===== src/rtl/mux1hot_if.sv =====
// Handshake bundle for the registered one-hot mux: producer side (in_*) and consumer side (out_*).
interface mux1hot_if #(
  parameter int unsigned INPUTS = 4,
  parameter int unsigned WIDTH  = 8
);
  logic                      in_valid;
  logic                      in_ready;
  logic [WIDTH*INPUTS-1:0]   in;
  logic [WIDTH-1:0]          dflt;
  logic [INPUTS-1:0]         sel;
  logic                      out_valid;
  logic                      out_ready;
  logic [WIDTH-1:0]          out;
  logic                      out_dflt;
  logic                      out_err;
  logic                      err_sticky;
  logic                      err_clr;

  modport master (
    output in_valid, in, dflt, sel, out_ready, err_clr,
    input  in_ready, out_valid, out, out_dflt, out_err, err_sticky
  );

  modport slave (
    input  in_valid, in, dflt, sel, out_ready, err_clr,
    output in_ready, out_valid, out, out_dflt, out_err, err_sticky
  );
endinterface


===== src/rtl/mux1hot_pipe.sv =====
// Registered one-hot multiplexer with default/hold word, multi-hot detection and
// a 2-entry output buffer (head = output registers, skid = second entry).
module mux1hot_pipe #(
  parameter int unsigned INPUTS = 4,
  parameter int unsigned WIDTH  = 8,
  parameter int unsigned HOLD   = 0
) (
  input  logic       clk,
  input  logic       rst,
  mux1hot_if.slave   bus
);

  localparam logic HOLD_EN = (HOLD != 0);

  typedef enum logic [1:0] {S_EMPTY, S_ONE, S_FULL} state_t;

  state_t             state_q, state_d;
  logic               push_c, pop_c;
  logic               load_head_c, head_from_skid_c, load_skid_c;
  logic [WIDTH-1:0]   word_c;
  logic               zero_c, multi_c;

  logic [WIDTH-1:0]   skid_word_q;
  logic               skid_dflt_q, skid_err_q;
  logic [WIDTH-1:0]   hold_q;
  logic               hold_loaded_q;

  assign push_c = bus.in_valid  & bus.in_ready;
  assign pop_c  = bus.out_valid & bus.out_ready;

  // Select decode: OR of selected words; empty select falls back to dflt or held word.
  always_comb begin
    word_c  = '0;
    for (int unsigned i = 0; i < INPUTS; i++) begin
      if (bus.sel[i]) word_c = word_c | bus.in[i*WIDTH +: WIDTH];
    end
    zero_c  = (bus.sel == '0);
    multi_c = |(bus.sel & (bus.sel - INPUTS'(1)));
    if (zero_c) word_c = (HOLD_EN && hold_loaded_q) ? hold_q : bus.dflt;
  end

  always_ff @(posedge clk or posedge rst) begin
    if (rst) state_q <= S_EMPTY;
    else     state_q <= state_d;
  end

  // Buffer occupancy FSM; FULL never sees a push because in_ready is low there.
  always_comb begin
    state_d          = state_q;
    load_head_c      = 1'b0;
    head_from_skid_c = 1'b0;
    load_skid_c      = 1'b0;
    case (state_q)
      S_EMPTY: begin
        if (push_c) begin
          state_d     = S_ONE;
          load_head_c = 1'b1;
        end
      end
      S_ONE: begin
        if (push_c && pop_c) begin
          load_head_c = 1'b1;
        end else if (push_c) begin
          state_d     = S_FULL;
          load_skid_c = 1'b1;
        end else if (pop_c) begin
          state_d     = S_EMPTY;
        end
      end
      S_FULL: begin
        if (pop_c) begin
          state_d          = S_ONE;
          head_from_skid_c = 1'b1;
        end
      end
      default: state_d = S_EMPTY;
    endcase
  end

  // Handshake flags follow the next occupancy so neither depends combinationally on the other side.
  always_ff @(posedge clk or posedge rst) begin
    if (rst) begin
      bus.in_ready  <= 1'b1;
      bus.out_valid <= 1'b0;
    end else begin
      bus.in_ready  <= (state_d != S_FULL);
      bus.out_valid <= (state_d != S_EMPTY);
    end
  end

  always_ff @(posedge clk or posedge rst) begin
    if (rst) begin
      bus.out      <= '0;
      bus.out_dflt <= 1'b0;
      bus.out_err  <= 1'b0;
    end else if (load_head_c) begin
      bus.out      <= word_c;
      bus.out_dflt <= zero_c;
      bus.out_err  <= multi_c;
    end else if (head_from_skid_c) begin
      bus.out      <= skid_word_q;
      bus.out_dflt <= skid_dflt_q;
      bus.out_err  <= skid_err_q;
    end
  end

  always_ff @(posedge clk or posedge rst) begin
    if (rst) begin
      skid_word_q <= '0;
      skid_dflt_q <= 1'b0;
      skid_err_q  <= 1'b0;
    end else if (load_skid_c) begin
      skid_word_q <= word_c;
      skid_dflt_q <= zero_c;
      skid_err_q  <= multi_c;
    end
  end

  // Hold register only captures words chosen by a legal one-hot select.
  always_ff @(posedge clk or posedge rst) begin
    if (rst) begin
      hold_q        <= '0;
      hold_loaded_q <= 1'b0;
    end else if (HOLD_EN && push_c && !zero_c && !multi_c) begin
      hold_q        <= word_c;
      hold_loaded_q <= 1'b1;
    end
  end

  // Clear wins over a same-cycle multi-hot push.
  always_ff @(posedge clk or posedge rst) begin
    if (rst)                    bus.err_sticky <= 1'b0;
    else if (bus.err_clr)       bus.err_sticky <= 1'b0;
    else if (push_c && multi_c) bus.err_sticky <= 1'b1;
  end

endmodule


===== src/flat_wrapper.sv =====
// flat-port wrapper written by rule: the top's interface ports become plain ports
module mux1hot_pipe_flat 
#(
  parameter int unsigned INPUTS = 4,
  parameter int unsigned WIDTH  = 8,
  parameter int unsigned HOLD   = 0
)
  (clk, rst, bus_in_valid, bus_in, bus_dflt, bus_sel, bus_out_ready, bus_err_clr, bus_in_ready, bus_out_valid, bus_out, bus_out_dflt, bus_out_err, bus_err_sticky);
  mux1hot_if #(.INPUTS(INPUTS), .WIDTH(WIDTH)) bus_i ();
  input  logic clk;
  input  logic rst;
  input wire logic [$bits(bus_i.in_valid)-1:0] bus_in_valid;
  input wire logic [$bits(bus_i.in)-1:0] bus_in;
  input wire logic [$bits(bus_i.dflt)-1:0] bus_dflt;
  input wire logic [$bits(bus_i.sel)-1:0] bus_sel;
  input wire logic [$bits(bus_i.out_ready)-1:0] bus_out_ready;
  input wire logic [$bits(bus_i.err_clr)-1:0] bus_err_clr;
  output wire logic [$bits(bus_i.in_ready)-1:0] bus_in_ready;
  output wire logic [$bits(bus_i.out_valid)-1:0] bus_out_valid;
  output wire logic [$bits(bus_i.out)-1:0] bus_out;
  output wire logic [$bits(bus_i.out_dflt)-1:0] bus_out_dflt;
  output wire logic [$bits(bus_i.out_err)-1:0] bus_out_err;
  output wire logic [$bits(bus_i.err_sticky)-1:0] bus_err_sticky;
  assign bus_i.in_valid = bus_in_valid;
  assign bus_i.in = bus_in;
  assign bus_i.dflt = bus_dflt;
  assign bus_i.sel = bus_sel;
  assign bus_i.out_ready = bus_out_ready;
  assign bus_i.err_clr = bus_err_clr;
  assign bus_in_ready = bus_i.in_ready;
  assign bus_out_valid = bus_i.out_valid;
  assign bus_out = bus_i.out;
  assign bus_out_dflt = bus_i.out_dflt;
  assign bus_out_err = bus_i.out_err;
  assign bus_err_sticky = bus_i.err_sticky;
  mux1hot_pipe #(.INPUTS(INPUTS), .WIDTH(WIDTH), .HOLD(HOLD)) u_core (.clk(clk), .rst(rst), .bus(bus_i));
endmodule

===== config.mk =====
export PLATFORM = sky130hd
export DESIGN_NAME = mux1hot_pipe_flat
export DESIGN_NICKNAME = d
export VERILOG_FILES = /design/src/rtl/mux1hot_if.sv /design/src/rtl/mux1hot_pipe.sv /design/src/flat_wrapper.sv
export SDC_FILE = /design/constraint.sdc
export NUM_CORES = 1
export LEC_CHECK = 0
export ABC_AREA = 1
export ABC_CLOCK_PERIOD_IN_PS = 3300
export BUFFER_PORTS_ARGS = -buffer_cell sky130_fd_sc_hd__buf_4
export CORE_UTILIZATION = 47
export CTS_CLUSTER_DIAMETER = 200
export DETAILED_ROUTE_END_ITERATION = 10
export PLACE_DENSITY = 0.86
export SETUP_SLACK_MARGIN = 0.4
export SLEW_MARGIN = 0
export SYNTH_ARGS = -nofsm -noshare
export SYNTH_HDL_FRONTEND = slang
export SYNTH_SLANG_ARGS = --single-unit

===== constraint.sdc =====
create_clock -name clk -period 3.3 [get_ports clk]
set_input_delay 0.33 -clock clk [delete_from_list [all_inputs] [get_ports clk]]
set_output_delay 0.33 -clock clk [all_outputs]
set_load 0.005 [all_outputs]

After elaboration in Yosys (flattened, before gate mapping)
Index checks and enable logic that the tools add are counted.
{"block": "word_totals", "register_bits": 25, "output_inout_bits": 13, "in_bits": 49}
{"block": "classes", "n_addsub": 1, "n_reduce_logical": 8, "n_mux": 26, "n_eq_ne": 3, "bitwise": 6}
{"cell": "$mux 8", "n": 7}
{"cell": "$or 8x8->8", "n": 3}
{"cell": "$mux 1", "n": 12}
{"cell": "$mux 2", "n": 5}
{"cell": "$pmux 2 s3", "n": 1}
{"cell": "$reduce_bool 2->1", "n": 3}
{"cell": "$and 4x4->4", "n": 1}
{"cell": "$logic_not 4->1", "n": 1}
{"cell": "$reduce_or 4->1", "n": 1}
{"cell": "$sub 4x1->4 const B", "n": 1}
{"cell": "$and 1x1->1", "n": 2}
{"cell": "$eq 2x1->1 const B", "n": 1}
{"cell": "$eq 2x2->1 const B", "n": 1}
{"cell": "$logic_and 1x1->1", "n": 2}
{"cell": "$logic_not 2->1", "n": 1}
{"cell": "$ne 2x2->1 const B", "n": 1}
{"cell": "$pmux 1 s2", "n": 1}

Logic depth before layout (Yosys ltp)
Gate-level depths: netlist of run 1.
{"block": "depth", "depth_word": 9, "depth_mapped": 7, "depth_no_buf": 6}

Worst setup path before layout of run 1
No wires, ideal clock.
{"block": "synth_timing", "kind": "flip-flop to flip-flop", "start": "reg u_core.bus.in_ready", "end": "reg u_core.bus.out[2]", "setup_slack_ns": 2.113, "n_path_buf": 1, "required_time_ns": 3.184, "path_stages_with_launch": 7, "setup_time_ns": 0.116, "t_arrival_ns": 1.070, "period_less_slack_ns": 1.187, "path_cell_list": "dfstp_2 -> nand3_2 -> nor2_2 -> buf_4 -> nand3_1 -> nand2_1 -> nand2_1"}
{"block": "synth_between", "elab_chain_cells": 5, "word_cells_on_any_way": 7, "classes_between": "mux: 4; bitwise: 1; reduce/logical: 2"}
{"element": "from (decl)", "line_no": "mux1hot_if.sv:26", "text": "output in_ready, out_valid, out, out_dflt, out_err, err_sticky"}
{"element": "from (signal assigned)", "line_no": "mux1hot_pipe.sv:86", "text": "bus.in_ready <= (state_d != S_FULL);"}
{"element": "$and 1x1->1 (*)", "line_no": "mux1hot_pipe.sv:28", "text": "assign push_c = bus.in_valid & bus.in_ready;"}
{"element": "$logic_and 1x1->1", "line_no": "mux1hot_pipe.sv:61", "text": "if (push_c && pop_c) begin"}
{"element": "$mux 1", "line_no": "mux1hot_pipe.sv:61"}
{"element": "$pmux 1 s2 (*)", "line_no": "mux1hot_pipe.sv:53", "text": "case (state_q)"}
{"element": "$mux 8 / $reduce_bool 2->1 (equally long branches)"}
{"element": "to (signal assigned)", "line_no": "mux1hot_pipe.sv:97", "text": "bus.out <= word_c;"}
{"element": "to (signal assigned)", "line_no": "mux1hot_pipe.sv:101", "text": "bus.out <= skid_word_q;"}
{"element": "to (decl)", "line_no": "mux1hot_if.sv:26"}
Every way passes the cells marked *; elsewhere a longest branch is shown, timed or not.
A chain may end at the register's enable or synchronous reset.

Worst setup path in the final report of run 1
{"block": "layout_timing", "start": "reg u_core.state_q[0]", "end": "reg u_core.bus.out[5]"}
{"block": "layout_between", "elab_chain_cells": 3, "word_cells_on_any_way": 7, "classes_between": "eq/ne: 2; mux: 3; reduce/logical: 2"}
{"element": "from (decl)", "line_no": "mux1hot_pipe.sv:17", "text": "state_t state_q, state_d;"}
{"element": "from (signal assigned)", "line_no": "mux1hot_pipe.sv:44", "text": "else state_q <= state_d;"}
{"element": "$eq 2x1->1, or another cell as far along", "line_no": "mux1hot_pipe.sv:53"}
{"element": "$pmux 1 s2 / $mux 1 (equally long branches)", "line_no": "mux1hot_pipe.sv:53"}
{"element": "$mux 8 / $reduce_bool 2->1 (equally long branches)"}
Several ways; a longest one is shown, not always the timed one.

==> results of run 1 <==
path summary, 6_finish.rpt:
kind | to | startpoint | slack [ns] | cells past startpoint
max in group asynchronous | u_core.skid_word_q[0] | rst | 2.56 | 2
min in group asynchronous | u_core.bus.out[7] | rst | 0.17 | 2
min reg2reg | u_core.bus.out[4] | u_core.bus.out[4] | 0.50 | 2
max | u_core.bus.out[5] | u_core.state_q[0] | 1.81 | 6
min | u_core.bus.err_sticky | bus_err_clr | 0.12 | 2
max reg2reg | u_core.bus.out[5] | u_core.state_q[0] | 1.81 | 6
Yosys cell counts (all sizes together):
library cell / count / share of area, %
nor2: 14 / 5.3
inv: 14 / 3.6
o21ai: 12 / 4.1
buf: 7 / 3.0
and2: 1 / 0.43
nand2: 110 / 28
a21oi: 3 / 1.3
dfstp: 1 / 1.8
dfrtp: 24 / 41
nand3: 29 / 11
nand4: 1 / 0.43
area by class of cell:
class                   count  area [um^2]
clock buffers               3         22.5
clock inverters             1         5.00
fillers                   259          910
inverters                  14         52.6
multi-input cells         170          739
flip-flops and latches     25          627
well taps                  31         38.8
repair buffers             61          458
power groups by stage:
stage | Clock [uW] | Combinational (uW) | Sequential (uW)
floorplan | 0 | 356 | 540
global placement | 0 | 562 | 545
detailed placement | 0 | 577 | 549
CTS | 139 | 581 | 542
global route | 146 | 656 | 559
finish | 134 | 576 | 544
per-stage QoR:
step                      hold WS [ns]  util, %
after floorplan                  0.357        -
after global placement           0.459     67.1
after detailed placement         0.471     67.1
after CTS                        0.115     68.1
after global routing             0.118     68.1
final                            0.123     68.1
sequential cells by signal, indices dropped and copies added (netlist names):
name / flops
u_core.bus.out: 8
u_core.skid_word_q: 8
u_core.state_q: 2
u_core.bus.err_sticky: 1
u_core.bus.in_ready: 1
u_core.bus.out_dflt: 1
u_core.bus.out_err: 1
u_core.bus.out_valid: 1
u_core.skid_dflt_q: 1
u_core.skid_err_q: 1
metal layers:
| metal | share of wire, % | vias to the layer above |
|---|---|---|
| met3 | 6.6 | 4 |
| met2 | 49 | 48 |
| met4 | 0.95 | 0 |
| met5 | 0 | - |
| li1 | - | 796 |
| met1 | 43 | 720 |
cell families after synthesis:
| group | after synthesis |
|---|---|
| AND/OR/NAND/NOR | 155 |
| AO/OA/AOI/OAI | 15 |
| flip-flops | 25 |
| buffers and inverters | 21 |
==> impl_results.md, run 1 <==
* Overall Power at 1250 uW
* Crit-path max FO at 11
* Diodes inserted at 0
* Die area at 0.00334 mm^2
* Share of layout cells above drive strength 1 at 28.1%
* Combinational Power Share at 46.0%
* Dpl cells at approximately 300
* Peak VDD IR at 0.678 mV
* Netlist cell types at 20
* CP bufs+invs at 2
* Hold Path Class: in -> reg
* Placer Congestion at about 0.86
* CTS Hold Buffers Added at 0
* Period Utilization, post-route at 45.2%
* First-pass GRT wire length at 6040 um
* # rows at 19
* DRC at 5
* Compound-Gate Fraction of Synth Area at 5.39%
* GR Util met1 at 28.5%
* WP data arrival at 1.73 ns
* Post-DP Area at 0.00192 mm^2
* Synthesized instance count at 216
* CTS tree: built
* Worst Tran Pin Value at 0.890 ns
* Initial DRC count at 89
* CTS resizes at 0
* CTS H-tree depth at 1
* DP Wirelength at 2680 um
* Mux cell area share after synthesis at 0%
* Violated checks: DRC
* CP cell instances: inv_2 > nand4_1 > inv_2 > nor2_1 > nand2_1 > nand2_1
* Synthesized-area fraction occupied by xor and xnor cells at 0%
* # IOs at 62
* Most crowded layer after global routing: met2
* Pre-CTS setup slack at roughly 1.8 ns
* Clock slew at reported path FFs at 0.14 ns
* Most frequent cells in the layout: 109 x nand2_1, 61 x buf_4, 27 x nand3_1
* Remaining global-route overflow at 0
* MaxCap Viol Count at 0
* Kind of critical path: reg -> reg
* TritonCTS Buffers at 3
* Syn_nets at 265
* Final nets at around 320
* Finished Cell Area at 0.00194 mm^2
* Clk sink count at 25
* Slew margin rel. at 40.6%
* Leakage at 0.00107 uW
* Post-Syn Area at around 0.0015 mm^2
* IO Port Bufs at 61
* Antenna violations before repair at 0
* Largest net degree at the start of global routing at 26
* Die width at 57.8 um
* #FFs+latches synth at 25
* Most common cell after layout, fill and taps aside: nand2_1
* GRT Util Overall at a little under a quarter
* Grt met3 use at 4.69%
* Final Setup Violations at 0
* Worst endpoint required time at 3.54 ns
* Clock Power Share at 10.7%
* PnR worst setup slack at approximately 1.8 ns
* CP max-delay cell: dfrtp_1
* Syn-to-layout area delta at 32.8%
* Initial core utilization at 51.3%
* Clk buf depth at 2
* Drt total wl at 3570 um
* Wire per inst at 11.7 um
* RSZ-0062 raised after global routing: no
* Root buffer cell: clkbuf_4
* Tmin final at between 1 and 1.5 ns
* Status: finished with violations
* Final Hold Vio Count at 0
* Post-Syn Area per Cell at a little under 7 um^2
* Yosys Warn Count at 0
* Die H at ~58 um
* Pint at 764 uW
* Setup bufs post-CTS at 0
* CP peak stage delay at 0.43 ns
* CP delay by family, top: simple AND/OR/NAND/NOR gates
* Vias in the first global route at 1461
* Switch share at about two fifths
* PD cells at 645 mW/mm^2
* Setup TNS at 0 ns
* Worst Skew at 0.0162 ns
* Largest family of logic cells by synthesized area: simple AND/OR/NAND/NOR gates
* Max Fclk at 671 MHz
* GR Layer Usage met2 at 42.5%
* Vias per cell at 5.14
* Synth Area in Adders at 0%
* Core area at 0.00285 mm^2
* Synth Area in Simple Gates at 45.2%
* DRT Pass-1 Iters at 8
* Finished Layout Cells at 305
* Seq/Total Area, Yosys at 42.9%
* Endpoint class of the critical path: flop
* Post-route ant nets at 0
* Switch Pwr at 490 uW
* Startpoint types: flop
* Sequential Power Share at between 40% and 50%
* DR vias at about 1600
* Pins Over Slew Limit at 0
* Skew-Pair Late Insertion Delay at 0.33 ns
Note: power is estimated with default switching activity, not from simulation.
==> run 2, diff against run 1 <==
--- a/config.mk
+++ b/config.mk
@@ -6,7 +6,7 @@
 export NUM_CORES = 1
 export LEC_CHECK = 0
 export ABC_AREA = 1
-export ABC_CLOCK_PERIOD_IN_PS = 3300
+export ABC_CLOCK_PERIOD_IN_PS = 1480
 export BUFFER_PORTS_ARGS = -buffer_cell sky130_fd_sc_hd__buf_4
 export CORE_UTILIZATION = 47
 export CTS_CLUSTER_DIAMETER = 200
==> constraint.sdc (replaced) <==
create_clock -name clk -period 1.48 [get_ports clk]
set_input_delay 0.148 -clock clk [delete_from_list [all_inputs] [get_ports clk]]
set_output_delay 0.148 -clock clk [all_outputs]
set_load 0.005 [all_outputs]
==> run 2 against run 1 <==
Cell count up 5.9%. Final area up 13%. Utilization up 8.9 points. Worst hold slack better by 0.074 ns. Global-route usage up 1.1 points. Critical path depth down 1. Non-clock buffer count up 17. Flip-flop and latch count unchanged. The run still ends with DRC left. Combinational power rose to 3.0 times the previous value. Critical endpoint is now u_core.bus.out_err. Wire length up 14%. First-iteration DRC count down 26%.
==> impl_results.md, run 2 (synthesis gave the netlist of run 1 again) <==
* Initial core utilization at 51.3% (unchanged)
* MaxCap Viol Count at 0 (unchanged)
* Clock Power Share at 9.1% (-1.6 points)
* Share of layout cells above drive strength 1 at 36.3% (+8.2 points)
* CTS tree: built
* IO Port Bufs at 61 (unchanged)
* Remaining global-route overflow at 0 (unchanged)
* Max Fclk at 796 MHz (+19%)
* Hold Path Class: in -> reg
* Worst Tran Pin Value at 0.312 ns (-0.579 ns)
* Status: finished with violations
* # IOs at 62 (unchanged)
* Leakage at 0.00120 uW (+11%)
* Root buffer cell: clkbuf_4
* DP Wirelength at 2780 um (+3.7%)
* Post-route ant nets at 0 (unchanged)
* Most common cell after layout, fill and taps aside: nand2_1
* Pins Over Slew Limit at 0 (unchanged)
* Final nets at 342 (+5.6%)
* Vias per cell at 5.18 (+0.81%)
* Pint at 1980 uW (+160%)
* Most frequent cells in the layout: 105 x nand2_1, 74 x buf_4, 24 x dfrtp_1
* PD cells at 1490 mW/mm^2 (+130%)
* Setup TNS at 0 ns (unchanged)
* Period Utilization, post-route at 84.8% (+40 points)
* GRT Util Overall at 24.7% (+1.1 points)
* Drt total wl at 4080 um (+14%)
* Final Setup Violations at 0 (unchanged)
* RSZ-0062 raised after global routing: yes
* Peak VDD IR at 1.32 mV (+95%)
* Critical Path Sink: u_core.bus.out_err
* Vias in the first global route at 1619 (+11%)
* Largest net degree at the start of global routing at 26 (unchanged)
* Critical R2R Capture: u_core.bus.out_err
* Util after Layout at 77.1% (+8.9 points)
* Clk sink count at 25 (unchanged)
* Antenna violations before repair at 0 (unchanged)
* Startpoint types: flop
* Clock slew at reported path FFs at 0.13 ns (about the same)
* DR vias at 1674 (+6.8%)
* Skew-Pair Late Insertion Delay at 0.31 ns (-0.02 ns)
* Worst Skew at 0.00332 ns (-0.0129 ns)
* WP data arrival at 1.47 ns (-0.26 ns)
* Slew margin rel. at 79.2% (+39 points)
* Worst-case reg-to-reg path depth at 5 (-1)
* Sequential Power Share at 37.5% (-5.9 points)
* Syn-to-layout area delta at 50.3%
* # rows at 19 (unchanged)
* First-pass GRT wire length at 6470 um (+7.2%)
* DRT Pass-1 Iters at 7 (-1)
* Placer Congestion at 0.847 (-1.4%)
* Tmin final at 1.26 ns (-0.236 ns)
* Initial DRC count at 66 (-26%)
* Flop2flop setup slack at 0.22 ns (-1.58 ns)
* Wire per inst at 12.6 um (+8.0%)
* Reg2reg start: u_core.bus.in_ready
* Violated checks: DRC
* Kind of critical path: reg -> reg
* Worst setup startpoint: u_core.bus.in_ready
* Die area at 0.00334 mm^2 (unchanged)
* TritonCTS Buffers at 3 (unchanged)
* Die H at 57.8 um (unchanged)
* Switch Pwr at 1290 uW (+160%)
* DRC at 5 (unchanged)
* Crit-path max FO at 5 (-6)
* Core area at 0.00285 mm^2 (unchanged)
* Worst endpoint required time at 1.70 ns (-1.84 ns)
* Die width at 57.8 um (unchanged)
* Final Hold Vio Count at 0 (unchanged)
* Combinational Power Share at 53.4% (+7.4 points)
* Switch share at 39.5% (+0.40 points)
* Clk buf depth at 2 (unchanged)
* Pre-CTS setup slack at 0.204 ns (-1.61 ns)
* Diodes inserted at 0 (unchanged)
* Endpoint class of the critical path: flop
* PnR worst setup slack at 0.224 ns (-1.58 ns)
* Regs by FF count: u_core.bus.out: 8 flops, u_core.skid_word_q: 8 flops, u_core.state_q: 2 flops
* CTS H-tree depth at 1 (unchanged)
-- run 2: cell count changes in the layout (fill, tap and decap cells not counted), sizes merged --
| cell | before | now |
|---|---|---|
| dlygate4sd3 | 0 | 2 |
| clkbuf | 3 | 4 |
| clkinv | 1 | 0 |
| nand3 | 29 | 30 |
| buf | 61 | 76 |
-- run 2: area by class of cell --
class | count | area [um^2]
tap | 31 | 38.8
clock buffer | 4 | 26.3
fill | 224 | 654
sequential | 25 | 627
timing repair buffer | 78 | 616
multi-input combinational | 171 | 836
inverter | 14 | 55.1
-- run 2: through the flow --
step                      instance area [um^2]  total power, uW  instances  hold slack (ns)
after global placement                    1960             2540        304            0.218
after detailed placement                  1960             2580        304            0.217
final                                     2200             3270        323            0.197
after floorplan                           1480             2040        216            0.175
after CTS                                 2120             3110        319            0.176
after global routing                      2200             3500        323            0.204
-- run 2: worst min path at each step --
stage | from | endpoint | slack, ns | cells past startpoint
final | bus_dflt[6] | u_core.bus.out[6] | 0.20 | 5
after global routing | bus_out_ready | u_core.bus.in_ready | 0.20 | 3
after CTS | bus_out_ready | u_core.bus.in_ready | 0.18 | 3
after detailed placement | rst | u_core.bus.out[4] | 0.22 | 3
after global placement | rst | u_core.bus.out[7] | 0.22 | 3
after floorplan | rst | u_core.bus.err_sticky | 0.17 | 1
-- run 2: routing by layer --
metal | global-route usage (%) | vias up | part of all wire (%)
met5 | 0 | - | 0
met4 | 5.10 | 0 | 0.56
met3 | 5.36 | 4 | 5.0
met2 | 46.2 | 42 | 52
met1 | 29.1 | 791 | 43
li1 | - | 837 | -
-- run 2: power groups by stage --
stage                     Clock, uW  Sequential, uW  Combinational, uW
after global routing            331            1250               1920
after CTS                       312            1210               1590
after detailed placement          0            1240               1340
final                           298            1220               1750
after floorplan                   0            1210                827
after global placement            0            1220               1320
-- run 2: critical path, stage by stage (launching register included) --
cell and delay [ns]:
dfstp_2 0.58, nand2_1 0.10, inv_2 0.14, nand3_2 0.14
nand3_1 0.12, nand3_2 0.07
-- run 2: timing repair --
action / CTS / global route
buffers inserted: 9 / 3
resized for setup: 8 / 13
cloned: 0 / 1
hold buffers: 2 / 0
endpoints found under the hold margin: 25 / 0
pin swaps: 5 / 4
setup endpoints to repair: 24 / 27
==> run 3, diff against run 2 <==
--- a/config.mk
+++ b/config.mk
@@ -6,12 +6,12 @@
 export NUM_CORES = 1
 export LEC_CHECK = 0
 export ABC_AREA = 1
-export ABC_CLOCK_PERIOD_IN_PS = 1480
+export ABC_CLOCK_PERIOD_IN_PS = 1100
 export BUFFER_PORTS_ARGS = -buffer_cell sky130_fd_sc_hd__buf_4
-export CORE_UTILIZATION = 47
+export CORE_UTILIZATION = 43
 export CTS_CLUSTER_DIAMETER = 200
 export DETAILED_ROUTE_END_ITERATION = 10
-export PLACE_DENSITY = 0.86
+export PLACE_DENSITY = 0.83
 export SETUP_SLACK_MARGIN = 0.4
 export SLEW_MARGIN = 0
 export SYNTH_ARGS = -nofsm -noshare
==> constraint.sdc (replaced) <==
create_clock -name clk -period 1.1 [get_ports clk]
set_input_delay 0.11 -clock clk [delete_from_list [all_inputs] [get_ports clk]]
set_output_delay 0.11 -clock clk [all_outputs]
set_load 0.005 [all_outputs]
==> run 3 against run 2 <==
The run ends with setup timing left. Via count down 0.78%. Non-clock buffer count up 7. Global-route usage down 0.99 points. Register-to-register slack worse by 0.39 ns. Die area up 9.0%. Worst hold slack worse by 0.062 ns. Final area up 6.8%. Clock power up 35%. Maximum frequency down 0.66%. Largest cell class unchanged.
==> impl_results.md, run 3 (synthesis gave the netlist of run 1 again) <==
* Hold Startpoint: bus_out_ready
* DP Wirelength at 2830 um (+2.0%)
* First-pass GRT wire length at 6400 um (-1.1%)
* Status: finished with violations
* Vias per cell at 4.86 (-6.3%)
* Hold Path Class: in -> reg
* Flop2flop setup slack at -0.16 ns (-0.39 ns)
* Post-DP Area at 0.00203 mm^2 (+3.6%)
* MaxCap Viol Count at 0 (unchanged)
* Worst endpoint required time at 1.36 ns (-0.34 ns)
* Die H at 60.3 um (+4.4%)
* Slew margin rel. at 83.4% (+4.2 points)
* PD cells at 2020 mW/mm^2 (+36%)
* GRT Util Overall at 23.7% (-0.99 points)
* WP data arrival at 1.53 ns (+0.06 ns)
* Remaining global-route overflow at 0 (unchanged)
* Initial core utilization at 46.8% (-4.5 points)
* Post-route ant nets at 0 (unchanged)
* Max Fclk at 791 MHz (-0.66%)
* Vias in the first global route at 1578 (-2.5%)
* Most common cell after layout, fill and taps aside: nand2_1
* CP peak stage delay at 0.61 ns (+0.03 ns)
* Kind of critical path: reg -> reg
* Wire per inst at 12.0 um (-5.2%)
* DRT Pass-1 Iters at 4 (-3)
* Tmin final at 1.26 ns (+0.00840 ns)
* Endpoint class of the critical path: flop
* Diodes inserted at 0 (unchanged)
* Worst-case reg-to-reg path depth at 6 (+1)
* Clock slew at reported path FFs at 0.13 ns (about the same)
* Clk sink count at 25 (unchanged)
* Pre-CTS setup slack at -0.106 ns (-0.310 ns)
* Reg2reg start: u_core.bus.in_ready
* Syn-to-layout area delta at 60.6%
* Final nets at 348 (+1.8%)
* Hold path cells at 3 (-2)
* Fillers at 221 (-1.3%)
* PnR worst setup slack at -0.164 ns (-0.388 ns)
* Final Setup Violations at 27 (+27)
* # IOs at 62 (unchanged)
* Worst Skew at 0.00289 ns (-0.000426 ns)
* Die width at 60.3 um (+4.4%)
* CTS H-tree depth at 1 (unchanged)
* Violated checks: setup timing
* Placer Congestion at 0.852 (+0.63%)
* Pins Over Slew Limit at 0 (unchanged)
* Drt total wl at 4100 um (+0.37%)
* TritonCTS Buffers at 3 (unchanged)
* Root buffer cell: clkbuf_4
* Share of layout cells above drive strength 1 at 43.0% (+6.7 points)
* Skew-Pair Late Insertion Delay at 0.32 ns (about the same)
* Clk buf depth at 2 (unchanged)
* Most common cell on crit path: buf_6
* WHS at 0.135 ns (-0.0620 ns)
* CP cell instances: nand3_4 > nor2_4 > buf_6 > buf_6 > nand2_2 > nand3_2
* Startpoint types: flop
* Die area at 0.00364 mm^2 (+9.0%)
* CTS tree: built
* Worst setup startpoint: u_core.bus.in_ready
* Dpl cells at 326 (+7.2%)
* # rows at 20 (+1)
* Largest net degree at the start of global routing at 26 (unchanged)
* Final Hold Vio Count at 0 (unchanged)
* Leakage at 0.00125 uW (+4.6%)
* Initial DRC count at 57 (-14%)
* DRC at 0 (-5)
* Core area at 0.00313 mm^2 (+9.6%)
* Finished Layout Cells at 342 (+5.9%)
* DR vias at 1661 (-0.78%)
* Crit-path max FO at 5 (unchanged)
* CP max-delay cell: dfstp_2
* IO Port Bufs at 61 (unchanged)
* Worst Tran Pin Value at 0.248 ns (-0.0641 ns)
* Regs by FF count: u_core.bus.out: 8 flops, u_core.skid_word_q: 8 flops, u_core.state_q: 2 flops
* RSZ-0062 raised after global routing: yes
* Period Utilization, post-route at 115% (+30 points)
* Peak VDD IR at 1.39 mV (+5.0%)
* Finished Cell Area at 0.00235 mm^2 (+6.8%)
* Antenna violations before repair at 0 (unchanged)
* Most frequent cells in the layout: 97 x nand2_1, 63 x buf_4, 24 x dfrtp_1
[run 3: final cells by class]
type | instances | area (um^2) | area share, %
tap | 44 | 55.1 | 2.34
multi-input combinational | 170 | 868 | 37.0
timing repair buffer | 85 | 718 | 30.6
inverter | 14 | 52.6 | 2.24
clock buffer | 3 | 22.5 | 0.959
sequential | 25 | 627 | 26.7
clock inverter | 1 | 5.00 | 0.213
[run 3: repair_timing]
action                                 4_1_cts  5_1_grt
pin swaps                                    2        8
hold buffers                                 2        0
cloned                                       0        0
setup endpoints to repair                   38       39
gates resized for setup                     21       36
endpoints found under the hold margin       25        0
buffers inserted                             7        3
[run 3: metal layers]
layer	wire length [um]	vias up	global-route usage (%)
li1	-	844	-
met1	1730	757	28.2
met2	2080	54	41.8
met3	240	6	5.84
met4	42	0	7.31
met5	0	-	0
[run 3: path summary, 6_finish.rpt]
kind,endpoint
setup reg to reg,u_core.bus.out[0]
min in group asynchronous,u_core.skid_word_q[7]
hold reg to reg,u_core.skid_word_q[0]
max in group asynchronous,u_core.bus.in_ready
hold / removal,u_core.bus.in_ready
setup / recovery,u_core.bus.out[0]
[run 3: power breakdown]
part           switching (uW)  leakage [uW]  internal (uW)
clock                     266     0.0000177            136
combinational            1290      0.000932           1410
sequential                283      0.000301           1370
[run 3: critical path: cells and delay by family (launching register included)]
family                 cells  cell delay (ns)
flip-flops                 1             0.61
buffers and inverters      2             0.27
AND/OR/NAND/NOR            4             0.34
[run 3: through the flow]
step	setup TNS [ns]	util [%]	power, uW
final	-3.02	75.1	4750
after global routing	-4.79	75.1	5160
after CTS	-2.16	70.8	4370
after detailed placement	-1.61	65.0	3590
after global placement	-1.07	65.0	3520
after floorplan	-0.343	-	2740
